===== src/rtl/serial_add_ctrl_pkg.sv =====
// Shared types and constants for the bit-serial adder controller.
package serial_add_ctrl_pkg;

  localparam int DEFAULT_WIDTH = 8;

  typedef enum logic [1:0] {
    IDLE = 2'd0,
    RUN  = 2'd1,
    DONE = 2'd2
  } state_t;

endpackage


===== src/rtl/serial_add_ctrl_fa_cell.sv =====
// Combinational 1-bit full adder made of two half-adder stages and an OR.
module fa_cell (
  input  logic a,
  input  logic b,
  input  logic ci,
  output logic s,
  output logic co
);

  logic h1_s;
  logic h1_c;
  logic h2_c;

  assign h1_s = a ^ b;
  assign h1_c = a & b;
  assign s    = h1_s ^ ci;
  assign h2_c = h1_s & ci;
  assign co   = h1_c | h2_c;

endmodule


===== src/rtl/serial_add_ctrl.sv =====
// Bit-serial adder: one full-adder cell reused LSB-first over WIDTH cycles,
// with registered result outputs that only change on entry to DONE.
module serial_add_ctrl
  import serial_add_ctrl_pkg::*;
#(
  parameter int WIDTH = DEFAULT_WIDTH
) (
  input  logic             clk,
  input  logic             reset,
  input  logic             start,
  input  logic [WIDTH-1:0] a,
  input  logic [WIDTH-1:0] b,
  input  logic             cin,
  output logic             busy,
  output logic             done,
  output logic [WIDTH-1:0] sum,
  output logic             cout,
  output logic             ovf
);

  localparam int CW = $clog2(WIDTH);
  localparam logic [CW-1:0] LAST_BIT = CW'(WIDTH - 1);

  state_t           state_q;
  logic [WIDTH-1:0] a_sr_q;
  logic [WIDTH-1:0] b_sr_q;
  logic [WIDTH-1:0] psum_q;
  logic [WIDTH-1:0] psum_d;
  logic [CW-1:0]    cnt_q;
  logic             carry_q;
  logic [WIDTH-1:0] sum_q;
  logic             cout_q;
  logic             ovf_q;
  logic             busy_q;
  logic             done_q;
  logic             fa_s;
  logic             fa_co;

  fa_cell u_fa (
    .a  (a_sr_q[0]),
    .b  (b_sr_q[0]),
    .ci (carry_q),
    .s  (fa_s),
    .co (fa_co)
  );

  // New sum bit enters at the MSB so after WIDTH shifts bit 0 is in place.
  assign psum_d = {fa_s, psum_q[WIDTH-1:1]};

  always_ff @(posedge clk or posedge reset) begin
    if (reset) begin
      state_q <= IDLE;
      a_sr_q  <= '0;
      b_sr_q  <= '0;
      psum_q  <= '0;
      cnt_q   <= '0;
      carry_q <= 1'b0;
      sum_q   <= '0;
      cout_q  <= 1'b0;
      ovf_q   <= 1'b0;
      busy_q  <= 1'b0;
      done_q  <= 1'b0;
    end else begin
      done_q <= 1'b0;
      case (state_q)
        IDLE: begin
          if (start) begin
            a_sr_q  <= a;
            b_sr_q  <= b;
            carry_q <= cin;
            cnt_q   <= '0;
            psum_q  <= '0;
            busy_q  <= 1'b1;
            state_q <= RUN;
          end
        end
        RUN: begin
          a_sr_q  <= a_sr_q >> 1;
          b_sr_q  <= b_sr_q >> 1;
          carry_q <= fa_co;
          psum_q  <= psum_d;
          cnt_q   <= cnt_q + 1'b1;
          if (cnt_q == LAST_BIT) begin
            // carry_q is still the carry into the MSB on this cycle.
            sum_q   <= psum_d;
            cout_q  <= fa_co;
            ovf_q   <= carry_q ^ fa_co;
            done_q  <= 1'b1;
            cnt_q   <= '0;
            state_q <= DONE;
          end
        end
        DONE: begin
          busy_q  <= 1'b0;
          state_q <= IDLE;
        end
        default: begin
          busy_q  <= 1'b0;
          state_q <= IDLE;
        end
      endcase
    end
  end

  assign busy = busy_q;
  assign done = done_q;
  assign sum  = sum_q;
  assign cout = cout_q;
  assign ovf  = ovf_q;

endmodule


===== config.mk =====
export PLATFORM = sky130hd
export DESIGN_NAME = serial_add_ctrl
export DESIGN_NICKNAME = d
export VERILOG_FILES = /design/src/rtl/serial_add_ctrl_pkg.sv /design/src/rtl/serial_add_ctrl_fa_cell.sv /design/src/rtl/serial_add_ctrl.sv
export SDC_FILE = /design/constraint.sdc
export NUM_CORES = 1
export LEC_CHECK = 0
export CORE_UTILIZATION = 40
export DETAILED_ROUTE_END_ITERATION = 7
export GPL_TIMING_DRIVEN = 0
export PLACE_DENSITY = 0.71
export REMOVE_ABC_BUFFERS = 1
export SLEW_MARGIN = 20
export SYNTH_ARGS = -nofsm -noshare
export SYNTH_HDL_FRONTEND = slang
export SYNTH_HIERARCHICAL = 1
export SYNTH_SLANG_ARGS = --single-unit

===== constraint.sdc =====
create_clock -name clk -period 3 [get_ports clk]
set_input_delay 0.6 -clock clk [delete_from_list [all_inputs] [get_ports clk]]
set_output_delay 0.6 -clock clk [all_outputs]
set_load 0.01 [all_outputs]

======== Yosys cells after proc, flatten, opt, wreduce, memory -nomap -nowiden ========
Cells that the tools add are included.
cells by class
  add/sub/neg operators ................... 1
  equal/unequal tests ..................... 4
  bitwise operators ....................... 7
  reduce and logical (&&, ||, !) cells .... 6
  mux-type cells .......................... 18
operators by type and width
  kind                                                              count
  8-bit one-hot mux with 2 select lines                             3
  8-bit two-way mux                                                 3
  2-bit AND reduction                                               4
  3-bit two-way mux                                                 2
  3-bit one-hot mux with 2 select lines                             1
  1-bit two-way mux                                                 4
  2-bit two-way mux                                                 2
  2-bit != test (second input constant)                             2
  1-bit one-hot mux with 2 select lines                             2
  2-bit one-hot mux with 2 select lines                             1
  3-bit by 1-bit adder with 3-bit output (second input constant)    1
  3-bit == test (second input constant)                             1
  1-bit bitwise XOR                                                 3
  1-bit bitwise AND                                                 2
  2-bit by 1-bit == test with 1-bit output (second input constant)  1
  2-bit zero test                                                   1
  2-bit nonzero test                                                1
  1-bit NOT                                                         1
  1-bit OR                                                          1
storage, ports and cells
  input bits .............................. 20
  logic and storage cells ................. 47
  output and inout bits ................... 12
  flip-flop bits (word level) ............. 42

======== Logic depth before layout (Yosys ltp) ========
  word-level depth ........................ 4
  depth in mapped cells ................... 6
  depth with buffers taken out ............ 5

======== Cells and area by module ========
Netlist, hierarchy kept.
by module, submodules not included
  module           area each (µm²)  cells an instance  seq. area each (µm²)  instances
  serial_add_ctrl  1845.5           150                1026.0                1
  fa_cell          20.0             1                  0.0                   1

======== Worst setup path before layout ========
OpenSTA, ideal clock, no wires.
  path type ............................... register to register
  from .................................... reg cnt_q[0]
  to ...................................... reg cout_q, in the netlist cout
  period minus slack after synthesis ...... 1.458 ns
  path buffers ............................ 1
  cell stages (with the launch flop) ...... 6
  slack ................................... 1.542 ns
  arrival ................................. 1.333 ns
  library setup time ...................... 0.125 ns
  data required time ...................... 2.875 ns
  cell sequence ........................... dfrtp_1 > ha_1 > ha_1 > nand3b_4 > buf_6 > mux2_4
between the ends
  word-level cells in the longest chain between the ends .. 2
ends and longest elaborated chain
  what                           line                   RTL
  start, declared                serial_add_ctrl.sv:29  logic [CW-1:0] cnt_q;
  start signal, assigned         serial_add_ctrl.sv:82  cnt_q <= cnt_q + 1'b1;
  3-bit == test                  serial_add_ctrl.sv:83  if (cnt_q == LAST_BIT) begin
  2-bit AND reduction (no line)  n/a
  end signal, assigned           serial_add_ctrl.sv:86  cout_q <= fa_co;
  end, declared                  serial_add_ctrl.sv:32  logic cout_q;
Every way passes these cells.
A chain may end at the register's enable or synchronous reset.

======== Final worst setup path ========
  from .................................... reg state_q[0]
  to ...................................... reg a_sr_q[5]
between the ends
  word-level cells in the longest chain between the ends .. 3
  elaborated cells between the ends (all ways) .. 6
  classes of those cells .................. eq/ne (2); mux (1); reduce/logical (3)
ends and longest elaborated chain
  what                                                                                line                   RTL
  start, declared                                                                     serial_add_ctrl.sv:24  state_t state_q;
  start signal, assigned                                                              serial_add_ctrl.sv:52  state_q <= IDLE;
  start signal, assigned                                                              serial_add_ctrl.sv:74  state_q <= RUN;
  start signal, assigned                                                              serial_add_ctrl.sv:90  state_q <= DONE;
  2-bit by 1-bit == test with 1-bit output / 2-bit zero test (equally long branches)  serial_add_ctrl.sv:65  case (state_q)
  2-bit nonzero test (no line) / 2-bit != test (equally long branches)                n/a
  2-bit AND reduction (no line)                                                       n/a
  end signal, assigned                                                                serial_add_ctrl.sv:78  a_sr_q <= a_sr_q >> 1;
  end, declared                                                                       serial_add_ctrl.sv:25  logic [WIDTH-1:0] a_sr_q;
Several ways; a longest one is shown, not always the timed one.

==> run_results.csv <==
group,metric,value,unit
final_layout,drive_gt1_share,14.4,%
global_route,groute.usage.overall,15.5,%
detailed_routing,post-route-drc-count,0,
synthesis,ys_top_cells_by_area,"dfrtp_1 55%, mux2_4 4.8%, a22o_1 4.2%, nor3b_1 4.0%, nor2b_1 3.0%",
worst_setup_path,r2r_end,"a_sr_q[5]$_DFFE_PP0P_",
detailed_routing,vias,1234,
pwr,ir_drop,0.348,mV
synthesis,synth_warnings,6,
detailed_routing,first_pass_iters,4,
pwr,p_per_area,955,nW/µm²
pwr,power_frac_clock,16.4,%
detailed_routing,wirelength,3380,µm
floorplanning,die_h,70.3,µm
synthesis,ys_ff_latch,41,
placed_design,place.gp.congestion,0.773,
worst_setup_path,endpoint_kind,"flip-flop",
clock_network,postCtsResizedCells,0,
sta,tns,0,ns
floorplanning,dieWidth,70.3,µm
clock_network,root_buffer,"clkbuf_8",
clock_network,hold_buffers,0,
final_layout,fill_cells,382,
sta,worstMarginPinSlew,0.858,ns
sta,rsz0062_at_grt,"false",
detailed_routing,vias_per_cell,5.30,
floorplanning,top_level_ports,32,
global_route,grt_max_degree,37,
final_layout,n_antenna_cell,0,
worst_setup_path,rr_worst_depth,3,
synthesis,synthArstFlopShare,100,%
flow_run,maxCapViolations,0,
synthesis,syn_inst,151,
global_route,grt_pass1_vias,1291,
clock_network,h-tree-depth,2,
sta,slew_headroom,42.7,%
global_route,grt_antenna_before_repair,0,
synthesis,synth_commonest_cells,"41 x dfrtp_1, 10 x nor3b_1, 9 x a22o_1, 9 x inv_1, 9 x nor2b_1",
global_route,grt_pass1_wl,5930,µm
global_route,overflow,0,
synthesis,synth_enable_flop_cells,0,
worst_setup_path,path_max_fanout,25,
placed_design,port_buffers,31,
pwr,p_int,1.44,mW
pwr,power.share.combinational,38.1,%
worst_setup_path,crit_path_start_kind,"flip-flop",
clock_network,clock_path_buffers,2,
clock_network,cts.sinks,41,
synthesis,netlist_area,1870,µm²
worst_setup_path,r2r-start,"state_q[0]$_DFFE_PP0P_",
floorplanning,rows,24,
worst_setup_path,rrSetupSlack,0.99,ns
sta,period_minus_slack,2.01,ns
worst_setup_path,path_class,"reg2reg",
sta,max_freq,498,MHz
detailed_routing,drtIter0Drc,67,
clock_network,cts_tree,"built",
floorplanning,dieArea,4940,µm²
synthesis,yosysTopAreaCell,"dfrtp_1",
synthesis,ys_dominant_reg_cell,"dfrtp_1",
detailed_routing,wl_per_cell,14.5,µm
clock_network,insertion_delay,0.29,ns
final_layout,utilization,51.4,%
run_status,outcome,"complete, no violations",
synthesis,yosysUniqueCellTypes,29,
worst_setup_path,crit_path_end,"a_sr_q[5]$_DFFE_PP0P_",
synthesis,yosysMostFrequentCell,"dfrtp_1",
sta,slew_violations,0,
final_layout,area_growth,21.6,%
sta,hold_viol,0,
pwr,p_leak,1.02,nW
clock_network,postCtsSetupBuffers,0,
placed_design,dp_hpwl,2310,µm
clock_network,cts_buffers,5,
clock_network,clk_pin_slew_worst_paths,0.08,ns
detailed_routing,ant_nets,0,
synthesis,synth_top_area_share,55.0,%
worst_hold_path,min_path_type,"in2async",
floorplanning,core_area,4410,µm²
sta,post-route-period-util,66.9,%
sta,hold_ws,0.507,ns
sta,clock_skew,0.00668,ns
worst_setup_path,startpoint,"state_q[0]$_DFFE_PP0P_",
worst_setup_path,crit_arrival,2.23,ns
pwr,p_seq_share,45.6,%
pwr,p_sw_share,33.6,%
synthesis,ys_seq_area_share,55.0,%
pwr,netSwitchingPower,728,µW
floorplanning,initial_core_util,42.3,%
worst_setup_path,worstPathRequired,3.23,ns
final_layout,nets,203,
sta,setup_violations,0,
synthesis,syn_avg_cell_area,12.4,µm²
-- layout by cell type (no fill, tap or decap), types with 2 or more instances in the layout --
cell	instances
a21oi_1	6
a221oi_1	5
mux2_2	3
clkinv_2	2
o21ai_0	5
dfrtp_1	41
ha_1	2
clkbuf_8	5
nor3b_1	10
nand2_1	7
mux2_4	6
o22a_1	5
clkdlybuf4s50_1	31
a22o_1	9
nor2_1	3
a22oi_1	5
nand3b_1	3
nor2b_1	9
o221a_2	2
nor2_2	3
inv_1	8
-- cells by family (layout without fill, tap and decap cells) --
group / Yosys count / after routing / share of synthesized area (%)
AOI/OAI and AO/OA: 39 / 39 / 16.1
xor gates and xnor gates: 1 / 1 / 0.470
adders and majority gates: 3 / 3 / 2.41
muxes: 9 / 9 / 6.64
DFF: 41 / 41 / 55.0
and+or+nand+nor: 39 / 39 / 13.3
buffers and inverters: 19 / 49 / 6.04
-- registers in the layout (all words and copies together) (netlist names) --
name	count
cout	1
psum_q	7
ovf	1
cnt_q	3
b_sr_q	8
carry_q	1
busy	1
sum	8
done	1
a_sr_q	8
state_q	2
-- routing by layer --
metal / part of all wire, % / GRT usage [%] / up-vias
met5: 0 / 0 / -
met4: 0.56 / 5.33 / 0
met3: 4.9 / 4.91 / 2
met2: 48 / 25.4 / 33
met1: 46 / 19.1 / 605
li1: - / - / 594
-- worst max-delay path: stages, from the launching register on --
cell and delay, ns:
dfrtp_1 0.86, nor2b_1 0.77, a22oi_1 0.20, nand2_1 0.09
-- power groups by stage --
| stage | Clock, mW | Sequential, mW | Combinational [mW] |
|---|---|---|---|
| 2_1_floorplan | 0 | 0.983 | 0.528 |
| 3_3_place_gp | 0 | 0.985 | 0.793 |
| 3_5_place_dp | 0 | 0.999 | 0.832 |
| 4_1_cts | 0.365 | 0.990 | 0.836 |
| 5_1_grt | 0.393 | 1.02 | 0.909 |
| 6_report | 0.355 | 0.987 | 0.825 |
-- final cells by class --
type                       count  area, µm²  area share, %
timing repair buffer          32        330           14.6
tap                           52       65.1           2.87
clock inverter                 3       17.5          0.772
inverter                       9       33.8           1.49
sequential                    41       1030           45.2
clock buffer                   5       68.8           3.03
multi-input combinational     91        727           32.0
-- through the flow --
step	cell area [µm²]	std cells	setup WS, ns	power, mW
6_report	2270	233	0.993	2.17
5_1_grt	2270	233	0.763	2.32
4_1_cts	2270	233	0.965	2.19
3_5_place_dp	2180	225	0.705	1.83
3_3_place_gp	2160	224	0.649	1.78
2_1_floorplan	1790	141	1.44	1.51
-- how the worst min path moves through the flow --
| stage | from | to | slack (ns) | cells past startpoint |
|---|---|---|---|---|
| after global routing | reset | sum[3]$_DFFE_PP0P_ | 0.50 | 2 |
| after CTS | reset | sum[3]$_DFFE_PP0P_ | 0.50 | 2 |
| after global placement | cnt_q[0]$_DFFE_PP0P_ | cnt_q[0]$_DFFE_PP0P_ | 0.48 | 1 |
| final | reset | sum[3]$_DFFE_PP0P_ | 0.51 | 2 |
| after floorplan | cnt_q[0]$_DFFE_PP0P_ | cnt_q[0]$_DFFE_PP0P_ | 0.46 | 1 |
| after detailed placement | ovf$_DFFE_PP0P_ | ovf$_DFFE_PP0P_ | 0.49 | 2 |
(Power assumes the default switching activity.)
